**src/rtl/led_matrix_driver.sv**
```systemverilog
// Row-multiplexed 8x8 LED driver: double-buffered frame intake, per-row blanking,
// and 16-slot PWM brightness inside each row dwell.
module led_matrix_driver #(
  parameter int unsigned SLOT_CYCLES  = 7812,
  parameter int unsigned BLANK_CYCLES = 100
) (
  input  logic        clk,
  input  logic        rst,
  input  logic [63:0] frame_in,
  input  logic        frame_valid,
  output logic        frame_ready,
  input  logic [3:0]  brightness,
  output logic [2:0]  row_sel,
  output logic        row_en,
  output logic [7:0]  col_out,
  output logic        frame_loaded
);

  localparam int unsigned BW = (BLANK_CYCLES > 1) ? $clog2(BLANK_CYCLES) : 1;
  localparam int unsigned SW = (SLOT_CYCLES > 1) ? $clog2(SLOT_CYCLES) : 1;

  typedef enum logic {ST_BLANK, ST_DRIVE} state_e;

  state_e         state_q, state_d;
  logic [BW-1:0]  blank_cnt_q, blank_cnt_d;
  logic [SW-1:0]  slot_cnt_q, slot_cnt_d;
  logic [3:0]     slot_idx_q, slot_idx_d;
  logic [3:0]     br_q, br_d;
  logic [2:0]     row_sel_q, row_sel_d;
  logic           row_en_q, row_en_d;
  logic [7:0]     col_out_q, col_out_d;
  logic           frame_ready_q, frame_ready_d;
  logic           frame_loaded_q, frame_loaded_d;
  logic [63:0]    active_q, active_d;
  logic [63:0]    shadow_q, shadow_d;
  logic           pending_q, pending_d;

  // Next-state, buffer handover and registered-output values
  always_comb begin
    state_d        = state_q;
    blank_cnt_d    = blank_cnt_q;
    slot_cnt_d     = slot_cnt_q;
    slot_idx_d     = slot_idx_q;
    br_d           = br_q;
    row_sel_d      = row_sel_q;
    active_d       = active_q;
    shadow_d       = shadow_q;
    pending_d      = pending_q;
    frame_loaded_d = 1'b0;

    if (frame_valid && frame_ready_q) begin
      shadow_d  = frame_in;
      pending_d = 1'b1;
    end

    case (state_q)
      ST_BLANK: begin
        if (blank_cnt_q == BW'(BLANK_CYCLES - 1)) begin
          blank_cnt_d = '0;
          slot_cnt_d  = '0;
          slot_idx_d  = '0;
          br_d        = brightness;
          state_d     = ST_DRIVE;
          // New frames only swap in at the row-0 boundary to avoid tearing
          if ((row_sel_q == 3'd0) && pending_q) begin
            active_d       = shadow_q;
            pending_d      = 1'b0;
            frame_loaded_d = 1'b1;
          end
        end else begin
          blank_cnt_d = blank_cnt_q + BW'(1);
        end
      end
      ST_DRIVE: begin
        if (slot_cnt_q == SW'(SLOT_CYCLES - 1)) begin
          slot_cnt_d = '0;
          if (slot_idx_q == 4'd15) begin
            slot_idx_d = '0;
            row_sel_d  = row_sel_q + 3'd1;
            state_d    = ST_BLANK;
          end else begin
            slot_idx_d = slot_idx_q + 4'd1;
          end
        end else begin
          slot_cnt_d = slot_cnt_q + SW'(1);
        end
      end
      default: state_d = ST_BLANK;
    endcase

    frame_ready_d = ~pending_d;
    row_en_d      = (state_d == ST_BLANK);
    col_out_d     = ((state_d == ST_DRIVE) && (slot_idx_d < br_d)) ?
                    ~active_d[{row_sel_d, 3'b000} +: 8] : 8'hFF;
  end

  always_ff @(posedge clk) begin
    if (rst) begin
      state_q        <= ST_BLANK;
      blank_cnt_q    <= '0;
      slot_cnt_q     <= '0;
      slot_idx_q     <= '0;
      br_q           <= '0;
      row_sel_q      <= '0;
      row_en_q       <= 1'b1;
      col_out_q      <= 8'hFF;
      frame_ready_q  <= 1'b1;
      frame_loaded_q <= 1'b0;
      active_q       <= '0;
      shadow_q       <= '0;
      pending_q      <= 1'b0;
    end else begin
      state_q        <= state_d;
      blank_cnt_q    <= blank_cnt_d;
      slot_cnt_q     <= slot_cnt_d;
      slot_idx_q     <= slot_idx_d;
      br_q           <= br_d;
      row_sel_q      <= row_sel_d;
      row_en_q       <= row_en_d;
      col_out_q      <= col_out_d;
      frame_ready_q  <= frame_ready_d;
      frame_loaded_q <= frame_loaded_d;
      active_q       <= active_d;
      shadow_q       <= shadow_d;
      pending_q      <= pending_d;
    end
  end

  assign frame_ready  = frame_ready_q;
  assign row_sel      = row_sel_q;
  assign row_en       = row_en_q;
  assign col_out      = col_out_q;
  assign frame_loaded = frame_loaded_q;

endmodule

```
**config.mk**
```make
export PLATFORM = sky130hd
export DESIGN_NAME = led_matrix_driver
export DESIGN_NICKNAME = d
export VERILOG_FILES = /design/src/rtl/led_matrix_driver.sv
export SDC_FILE = /design/constraint.sdc
export NUM_CORES = 1
export LEC_CHECK = 0
export BUFFER_PORTS_ARGS = -buffer_cell sky130_fd_sc_hd__buf_2
export CAP_MARGIN = 0
export CORE_MARGIN = 3
export CORE_UTILIZATION = 40
export CTS_CLUSTER_DIAMETER = 60
export DETAILED_ROUTE_END_ITERATION = 10
export SLEW_MARGIN = 25
export SYNTH_ARGS = -nofsm -noshare
export SYNTH_HDL_FRONTEND = slang
export SYNTH_SLANG_ARGS = --single-unit
```
**constraint.sdc**
```tcl
create_clock -name clk -period 5.65 [get_ports clk]
set_input_delay 0.2825 -clock clk [delete_from_list [all_inputs] [get_ports clk]]
set_output_delay 0.2825 -clock clk [all_outputs]
set_load 0.02 [all_outputs]
```
==> key figures, run 1 <==
Status
  • Status: finished clean

Floorplanning
  • Total core area: ~0.017 mm2
  • Core Rows: 48
  • Num ports: 85
  • Die H: about 140 um
  • Die width: 139.3 um
  • Die area: 0.01940 mm2
  • Initial Util: slightly above 40%

Yosys
  • Post-synth net total: 959
  • Flops & latches, synth: about 170
  • Synth warn: 0
  • Ys flop type: dfxtp_1
  • Synth Cell Area: 0.007104 mm2
  • Avg Synthesized Cell Area: slightly above 8 um2
  • EDFF count, synth: 0
  • Share of the yosys chip area belonging to registers: 48.47%
  • Netlist cell types: 52
  • Syn Inst Count: 880
  • Async set or reset register ratio after synthesis: 0%

GRT
  • Initial antenna violation count: 0
  • Largest net degree at the start of global routing: 103
  • Total GRT Usage: 18.63%
  • Total congestion overflow: 0
  • First-pass GRT wire length: ~30 mm
  • Number of global-route vias before repair: around 5700

Final layout
  • Most frequent cells in the layout: 287 x nand2_1, 172 x dfxtp_1, 137 x a21oi_1
  • Layout cells sized above 1: 14.35%
  • Most common cell after layout, fill and taps aside: nand2_1
  • NumNets Final: 1009
  • Area added between synthesis and finish: 16.24%
  • ANT cells: 0

Timing
  • Final Slew Violations: 0
  • Total Neg Setup Slack: 0 ps
  • Final worst path period need: between 3000 and 4000 ps
  • Fin crit share: 58.31%
  • Worst slew margin: 37.10%
  • Slew of the pin with the lowest slew margin: 931.3 ps
  • Final number of setup-violating endpoints: 0
  • Endpoints failing hold: 0
  • RSZ-0062 raised after global routing: no
  • Peak Freq: 303.5 MHz
  • Clock skew: roughly 9 ps

Clock network
  • Worst-skew pair later-pin latency: 430 ps
  • Setup bufs post-CTS: 0
  • Clk root buf: clkbuf_16
  • CTS buffer count: 17
  • Clock Pin Slew Worst Setup and Hold Paths: 60 ps
  • CTS tree: yes
  • Post-CTS Hold Fix Bufs: 0
  • H-tree levels: 4
  • CTS resizes: 0
  • Maximum root-to-sink buffer count: 2
  • Clk sinks: 172

Power and ir drop
  • LEAKAGE: 0.003006 uW
  • VDD IR max: roughly 0.21 mV
  • Total power: 2619 uW
  • Pwr dens: 317.2 mW/mm2

Route
  • Final WL: roughly 18 mm
  • Post-route antenna net violation count: 0
  • Initial DRT Pass Iterations: 6
  • Routed vias: approximately 6200
  • Wire per inst: between 15 and 20 um
  • Initial DRC count: 548
  • Vias per Instance: 5.327
  • DR DRC count: 0

Critical path
  • Startpoint types: flop
  • Reg2reg setup slack: 2360 ps
  • R2R depth: 9
  • Setup CP Type: flop to flop
  • Endpoint class of the critical path: flop
  • Worst Setup SP: slot_cnt_q[9]
  • Worst reg2reg startpoint: slot_cnt_q[9]
  • CP arrival: 3570 ps
  • Worst Path Max Fanout: 9
  • Reg2reg end: col_out[3]
  • Critical Path RT: 5920 ps

Min path
  • Hold endpoint: shadow_q[45]
  • HP Class: input port to flop
  • WHS Path Cells: 3
  • Hold path start: frame_in[45]

Placed design
  • Final HPWL DP: 12.15 mm
  • GP Congestion: ~0.83
  • IO buf count: 84

Flow run
  • Max_cap viols: 0
through the flow:
step / hold slack, ps / setup WS [ps] / instances / instance area [um2] / utilization (%)
final: 84.20 / 2355 / 1166 / 8258 / 47.58
after global routing: 73.04 / 1991 / 1166 / 8258 / 47.58
after CTS: 76.12 / 2360 / 1166 / 8254 / 47.56
after detailed placement: 443.7 / 2404 / 1136 / 7634 / 43.98
after global placement: 442.1 / 2393 / 1136 / 7634 / 43.98
after floorplan: 418.5 / 2807 / 880 / 7104 / -
sequential cells by signal, indices dropped and copies added (netlist names):
register and count:
active_q 64, shadow_q 64, slot_cnt_q 13, col_out 8
blank_cnt_q 7, br_q 4, slot_idx_q 4, row_sel 3
frame_loaded 1, frame_ready 1, pending_q 1, row_en 1
state_q 1
metal layers:
layer  up-vias  wire (um)  global-route usage [%]
met1      2941       8877                   26.63
met3        14        865                   3.814
met4         0        188                   4.737
met5         -          0                       0
li1       3116          -                       -
met2       140       8394                   28.91
how the worst max path moves through the flow:
stage	endpoint	slack [ps]	cells past startpoint
2_1_floorplan	col_out[6]	2810	12
3_3_place_gp	col_out[0]	2390	10
3_5_place_dp	col_out[6]	2400	10
4_1_cts	col_out[3]	2360	10
5_1_grt	col_out[0]	1990	11
6_report	col_out[3]	2360	9
cell families after synthesis:
family	Yosys count	share of synthesized area, %
xor+xnor	8	1.198
flops	172	48.47
mux	40	5.671
compound gates	207	17.21
fa+ha+maj	8	1.409
buf+inv	67	3.751
simple gates	378	22.30
where the power goes:
group | switching, uW | internal [uW]
Combinational | 70.5 | 43.8
Sequential | 23.7 | 1240
Clock | 480 | 758
area by class of cell:
class                           count  area, um2
Fill cell                        1768       9099
Sequential cell                   172       3443
Multi-Input combinational cell    641       3407
Timing Repair Buffer               91      479.2
Clock buffer                       19      452.9
Tap cell                          225      281.5
Clock inverter                     11      167.7
Inverter                            7      26.28
synthesized netlist by cell type (all sizes together) (2+ instances only):
master  instances  area (um2)
a21oi         137       685.7
a222oi          7       70.07
a22oi           4       30.03
a311oi          7       61.31
a31oi           6       37.54
a32oi          16       140.1
a41o            2       20.02
and2            2       12.51
and3            3       18.77
and4            5       43.79
buf            20       90.09
clkbuf         40       150.1
dfxtp         172        3443
ha              8       100.1
inv             7       26.27
mux2            2       22.52
mux2i          38       380.4
nand2         289        1087
nand2b          2       12.51
nand3           8       40.04
nor2           38       142.6
nor2b           7       43.79
nor3           11       65.06
nor4            2       33.78
o21ai          16       80.08
o31ai           2       15.01
or2             2       12.51
or3             4       25.02
xnor2           5       58.81
xor2            3       26.28
worst max-delay path, stage by stage (launching register included):
cell and delay, ps:
dfxtp_1 370, nor4bb_1 460, nand3_1 390, mux2i_1 210, o21ai_0 320, ha_1 300
and3_1 190, and3_1 210, nor3_2 500, a32oi_1 200
Power figures use the tool's default switching activity.
==> inputs of run 2 (changes only) <==
clock period = 3.1 ns   (was 5.65 ns; I/O delays follow)
==> run 2 against run 1 <==
Effect of this change:
- routed wire length grew 2.8%
- hold slack got worse by 58 ps
- sequential share of layout area shrank 3.7 points
- combinational power is 140% higher
- critical path depth increased by 3
- first-iteration DRC count decreased by 4.0%
- via count is 3.3% higher
- non-clock buffer count increased by 80
==> key figures, run 2 (synthesis results as in run 1) <==
Status
  • Status: finished clean

Min path
  • HP Class: input port to flop
  • Hold path start: brightness[1]

GRT
  • First-pass GRT wire length: 30.34 mm (+2.1%)
  • Total congestion overflow: 0 (unchanged)
  • Initial antenna violation count: 0 (unchanged)
  • Largest net degree at the start of global routing: 81 (-21%)
  • Number of global-route vias before repair: 6010 (+5.8%)
  • Total GRT Usage: 19.05% (+0.41 points)

Floorplanning
  • Core Rows: 48 (unchanged)
  • Num ports: 85 (unchanged)
  • Die H: 139.3 um (unchanged)
  • Total core area: 0.01736 mm2 (unchanged)
  • Die width: 139.3 um (unchanged)
  • Die area: 0.01940 mm2 (unchanged)
  • Initial Util: 40.93% (unchanged)

Placed design
  • Dpl ws: 126.5 ps (-2278 ps)
  • Final HPWL DP: 12.50 mm (+2.9%)
  • Dpl cells: 1151 (+1.3%)
  • GP Congestion: 0.7942 (-4.6%)
  • Post-DP Area: 0.007784 mm2 (+2.0%)
  • IO buf count: 84 (unchanged)

Critical path
  • Cell chain of the critical path: ha_1, and4_1, nand3_2, o21ai_0, o31ai_1, a22o_1, ha_1, and3_1, and3_1, nor3_2, buf_4, a32oi_1
  • Slowest cell on crit path: dfxtp_1
  • CP max stage delay: 400 ps (-100 ps)
  • Worst Setup SP: slot_cnt_q[0]
  • Worst reg2reg startpoint: slot_cnt_q[0]
  • Worst Path Max Fanout: 8 (-1)
  • Setup CP Type: flop to flop
  • Endpoint class of the critical path: flop
  • CP arrival: 3160 ps (-410 ps)
  • Critical Path RT: 3390 ps (-2530 ps)
  • Startpoint types: flop

Timing
  • Final worst path period need: 2870 ps (-424.7 ps)
  • Clock skew: 10.29 ps (+1.253 ps)
  • Worst slew margin: 38.74% (+1.6 points)
  • Final number of setup-violating endpoints: 0 (unchanged)
  • Hold Slack: 26.52 ps (-57.69 ps)
  • PnR worst setup slack: 230.0 ps (-2125 ps)
  • Peak Freq: 348.4 MHz (+15%)
  • Slew of the pin with the lowest slew margin: 914.6 ps (-16.71 ps)
  • Fin crit share: 92.58% (+34 points)
  • Endpoints failing hold: 0 (unchanged)
  • Final Slew Violations: 0 (unchanged)

Route
  • Wire per inst: 15.10 um (-3.9%)
  • DR DRC count: 0 (unchanged)
  • Post-route antenna net violation count: 0 (unchanged)
  • Routed vias: 6416 (+3.3%)
  • Vias per Instance: 5.141 (-3.5%)
  • Initial DRC count: 526 (-4.0%)
  • Final WL: 18.85 mm (+2.8%)
  • Initial DRT Pass Iterations: 6 (unchanged)

Clock network
  • CTS buffer count: 17 (unchanged)
  • H-tree levels: 4 (unchanged)
  • CTS tree: yes
  • Clk sinks: 172 (unchanged)
  • Maximum root-to-sink buffer count: 2 (unchanged)
  • Worst-skew pair later-pin latency: 430 ps (about the same)
  • Clk root buf: clkbuf_16
  • Clock Pin Slew Worst Setup and Hold Paths: 70 ps (about the same)

Power and ir drop
  • LEAKAGE: 0.003359 uW (+12%)
  • Clock share of power: 45.7% (-1.6 points)
  • Sw power: 1144 uW (+99%)
  • Switching share of power: 24.02% (+2.1 points)
  • Logic gate share of total power: 5.8% (+1.4 points)
  • VDD IR max: 0.5594 mV (+170%)
  • Pwr dens: 526.2 mW/mm2 (+66%)
  • Internal power: 3619 uW (+77%)
  • Flop pwr share: 48.5% (about the same)

Final layout
  • ANT cells: 0 (unchanged)
  • Most common cell after layout, fill and taps aside: nand2_1
  • Finished layout cell area: 0.009054 mm2 (+9.6%)
  • Top Registers: active_q: 64 flops, shadow_q: 64 flops, slot_cnt_q: 13 flops
  • NumNets Final: 1089 (+7.9%)
  • Area added between synthesis and finish: 27.44%
  • Layout cells sized above 1: 15.05% (+0.71 points)
  • Most frequent cells in the layout: 287 x nand2_1, 172 x dfxtp_1, 137 x a21oi_1
  • Final Non-Filler Cells: 1248 (+7.0%)
  • Post-route core utilization: 52.16% (+4.6 points)
  • Filler cell count: 1680 (-5.0%)

Flow run
  • Max_cap viols: 0 (unchanged)
==> run 2: changes by cell type in the layout (fill, tap and decap cells not counted), moves of 2 or more <==
| cell | previous run | this run |
|---|---|---|
| dlygate4sd3_1 | 0 | 65 |
| clkinv_2 | 3 | 0 |
| inv_6 | 1 | 7 |
| buf_12 | 0 | 3 |
| clkbuf_8 | 2 | 0 |
| buf_4 | 7 | 20 |
| bufinv_16 | 4 | 2 |
| inv_8 | 0 | 2 |
| clkinv_4 | 1 | 3 |
==> run 2: worst max-delay path: cells and delay by family, from the launching register on <==
kind                       cells  cell delay [ps]
and+or+nand+nor                5              950
DFF                            1              400
buffers and inverters          1              170
adders and majority gates      2              580
AOI/OAI and AO/OA              4              640
==> run 2: final timing paths <==
path,cells past startpoint,to,slack (ps)
max,12,col_out[5],230
min,3,br_q[1],30
max reg2reg,12,col_out[5],230
min reg2reg,2,active_q[31],460
==> run 2: metal layers <==
layer / vias up / wire [um] / track usage [%]
met2: 140 / 8638 / 30.69
li1: 3276 / - / -
met4: 0 / 263 / 5.046
met5: - / 0 / 0
met3: 22 / 813 / 3.918
met1: 2978 / 9131 / 26.16
==> run 2: area by class of cell <==
cell class	instances	area (um2)	area share [%]
clock buffers	17	425.4	4.699
flip-flops and latches	172	3443	38.03
repair buffers	171	1276	14.10
inverters	7	26.28	0.2902
multi-input cells	641	3423	37.81
well taps	225	281.5	3.109
clock inverters	15	177.7	1.962
==> run 2: timing repair <==
item,4_1_cts,5_1_grt
gates resized for setup,0,2
hold buffers,65,0
endpoints found under the setup margin,0,8
hold endpoints to repair,65,0
buffers inserted,0,0
==> run 2: power by group through the flow <==
stage	sequential [uW]	clock, uW	combinational, uW
after floorplan	2340	0	133
after CTS	2310	2220	278
after global routing	2310	2310	311
after detailed placement	2360	0	216
after global placement	2360	0	213
final	2310	2180	277
==> run 2: per-stage QoR <==
step / TNS (ps) / power, uW
3_5_place_dp: 0 / 2574
4_1_cts: 0 / 4807
2_1_floorplan: 0 / 2476
5_1_grt: -11.14 / 4934
6_report: 0 / 4764
3_3_place_gp: 0 / 2570
==> inputs of run 3 (changes only) <==
SLEW_MARGIN = 10   (was 25)
clock period = 2.4 ns   (was 3.1 ns; I/O delays follow)
==> run 3 against run 2 <==
Effect of this change:
- cell count up 4.5%
- highest routed layer unchanged
- non-clock buffer count up 56
- largest power group unchanged
- via count up 3.3%
- the run now ends with negative setup slack left
- utilization up 3.8 points
- setup slack worse by 460 ps
- first-iteration DRC count up 4.9%
- critical endpoint is now col_out[0]
- sequential share of layout area down 2.5 points
==> key figures, run 3 (synthesis results as in run 1) <==
Route
  • Met3 wire length: 794 um (-2.3%)
  • Post-route antenna net violation count: 0 (unchanged)
  • Top Metal Used: met4
  • Routed vias: 6630 (+3.3%)
  • Vias per Instance: 5.084 (-1.1%)
  • Final WL: 19.62 mm (+4.1%)
  • DR DRC count: 0 (unchanged)
  • Met2 WL: 8.786 mm (+1.7%)
  • Initial DRC count: 552 (+4.9%)
  • Wire per inst: 15.04 um (-0.38%)
  • Met1 wire length: 9.577 mm (+4.9%)
  • Initial DRT Pass Iterations: 6 (unchanged)

GRT
  • Total congestion overflow: 0 (unchanged)
  • Largest net degree at the start of global routing: 84 (+3.7%)
  • Initial antenna violation count: 0 (unchanged)
  • First-pass GRT wire length: 32.02 mm (+5.5%)
  • Number of global-route vias before repair: 6318 (+5.1%)
  • Total GRT Usage: 20.22% (+1.2 points)

Timing
  • Clock skew: 8.554 ps (-1.740 ps)
  • Fin crit share: 109.5% (+17 points)
  • PnR worst setup slack: -228.7 ps (-458.7 ps)
  • Peak Freq: 380.4 MHz (+9.2%)
  • Final worst path period need: 2629 ps (-241.3 ps)
  • RSZ-0062 raised after global routing: yes
  • Endpoints failing hold: 0 (unchanged)
  • Worst slew margin: 42.28% (+3.5 points)
  • Slew of the pin with the lowest slew margin: 865.8 ps (-48.81 ps)
  • Final number of setup-violating endpoints: 72 (+72)
  • Final Slew Violations: 0 (unchanged)

Power and ir drop
  • LEAKAGE: 0.003688 uW (+9.8%)
  • VDD IR max: 0.5439 mV (-2.8%)
  • Total power: 6129 uW (+29%)
  • Pwr dens: 631.0 mW/mm2 (+20%)

Min path
  • HP Class: input port to flop

Critical path
  • Critical Path RT: 2700 ps (-690 ps)
  • Endpoint class of the critical path: flop
  • CP max stage delay: 370 ps (-30 ps)
  • Worst Path Max Fanout: 7 (-1)
  • Setup CP Type: flop to flop
  • Worst path bufs/invs: 1 (unchanged)
  • Startpoint types: flop
  • CP delay by family, top: simple AND/OR/NAND/NOR gates
  • Slowest cell on crit path: or3b_4
  • CP arrival: 2930 ps (-230 ps)
  • Cell chain of the critical path: ha_4, or3b_4, or2_4, o211ai_1, o31ai_2, ha_1, a21o_1, a21oi_2, nand3_2, nor3_4, buf_6, a32oi_1

Clock network
  • Clock Pin Slew Worst Setup and Hold Paths: 70 ps (about the same)
  • CTS buffer count: 17 (unchanged)
  • Worst-skew pair later-pin latency: 430 ps (about the same)
  • Clk root buf: clkbuf_16
  • H-tree levels: 4 (unchanged)
  • Maximum root-to-sink buffer count: 2 (unchanged)
  • Clk sinks: 172 (unchanged)
  • CTS tree: yes

Floorplanning
  • Core Rows: 48 (unchanged)
  • Num ports: 85 (unchanged)
  • Initial Util: 40.93% (unchanged)
  • Total core area: 0.01736 mm2 (unchanged)
  • Die H: 139.3 um (unchanged)
  • Die area: 0.01940 mm2 (unchanged)
  • Die width: 139.3 um (unchanged)

Final layout
  • Filler cell count: 1575 (-6.3%)
  • Most common cell after layout, fill and taps aside: nand2_1
  • NumNets Final: 1145 (+5.1%)
  • Area added between synthesis and finish: 36.70%
  • Most frequent cells in the layout: 276 x nand2_1, 166 x dfxtp_1, 135 x a21oi_1
  • Top Registers: active_q: 64 flops, shadow_q: 64 flops, slot_cnt_q: 13 flops
  • Final Non-Filler Cells: 1304 (+4.5%)
  • Layout cells sized above 1: 21.96% (+6.9 points)
  • ANT cells: 0 (unchanged)

Placed design
  • GP Congestion: 0.8256 (+4.0%)
  • Final HPWL DP: 12.57 mm (+0.61%)
  • IO buf count: 84 (unchanged)
  • Dpl cells: 1198 (+4.1%)

Status
  • Failing checks: negative setup slack
  • Status: finished with violations

Flow run
  • Max_cap viols: 0 (unchanged)
==> run 3: cell types whose count changed in the layout (fill, tap and decap cells not counted), sizes merged <==
| cell | previous run | this run |
|---|---|---|
| buf | 106 | 157 |
| dlygate4sd3 | 65 | 67 |
| clkinv | 3 | 5 |
| inv | 16 | 9 |
| clkinvlp | 1 | 3 |
| clkbuf | 17 | 23 |
==> run 3: final timing paths <==
kind                    to  slack [ps]            from  cells past startpoint
max             col_out[0]        -230  blank_cnt_q[1]                     12
min          slot_cnt_q[2]          20             rst                      2
max reg2reg     col_out[0]        -230  blank_cnt_q[1]                     12
min reg2reg   active_q[33]         450    shadow_q[33]                      2
==> run 3: metal layers <==
metal / up-vias / global-route usage [%]
met5: - / 0
met4: 0 / 7.415
met3: 29 / 4.227
met2: 150 / 31.17
met1: 3059 / 28.08
li1: 3392 / -
==> run 3: final cells by class <==
class / instances / area [um2] / share of cell area, %
multi-input combinational: 641 / 3556 / 36.61
sequential: 172 / 3451 / 35.53
timing repair buffer: 227 / 1802 / 18.55
clock buffer: 20 / 456.7 / 4.702
tap: 225 / 281.5 / 2.899
clock inverter: 12 / 138.9 / 1.430
inverter: 7 / 26.28 / 0.2705
==> run 3: power breakdown <==
group          internal (uW)  switching, uW
Sequential              2930           55.0
Combinational            187            186
Clock                   1600           1170
Total                   4710           1420
==> run 3: what timing repair did <==
action / 4_1_cts / 5_1_grt
cloned: 0 / 4
hold endpoints to repair: 67 / 0
endpoints found under the setup margin: 72 / 12
hold buffers: 67 / 0
gates resized for setup: 15 / 24
pin swaps: 11 / 7
setup buffers: 2 / 1
==> run 3: metrics by stage <==
step	utilization [%]	hold slack [ps]	setup TNS [ps]	worst slack (ps)	area [um2]
CTS	55.06	8.932	-1941	-263.2	9557
detailed placement	47.28	365.2	-3640	-364.4	8205
global route	55.95	28.40	-10360	-390.4	9712
finish	55.95	21.43	-4725	-228.7	9712
floorplan	-	256.0	-2183	-296.3	7158
global placement	47.28	362.6	-2829	-324.0	8205
==> run 3: worst reg2reg max path, stage by stage, from the launching register on <==
cell	delay [ps]
dfxtp_2	350
ha_4	130
or3b_4	370
or2_4	270
o211ai_1	120
o31ai_2	110
ha_1	330
a21o_1	180
a21oi_2	130
nand3_2	120
nor3_4	170
buf_6	150
a32oi_1	60
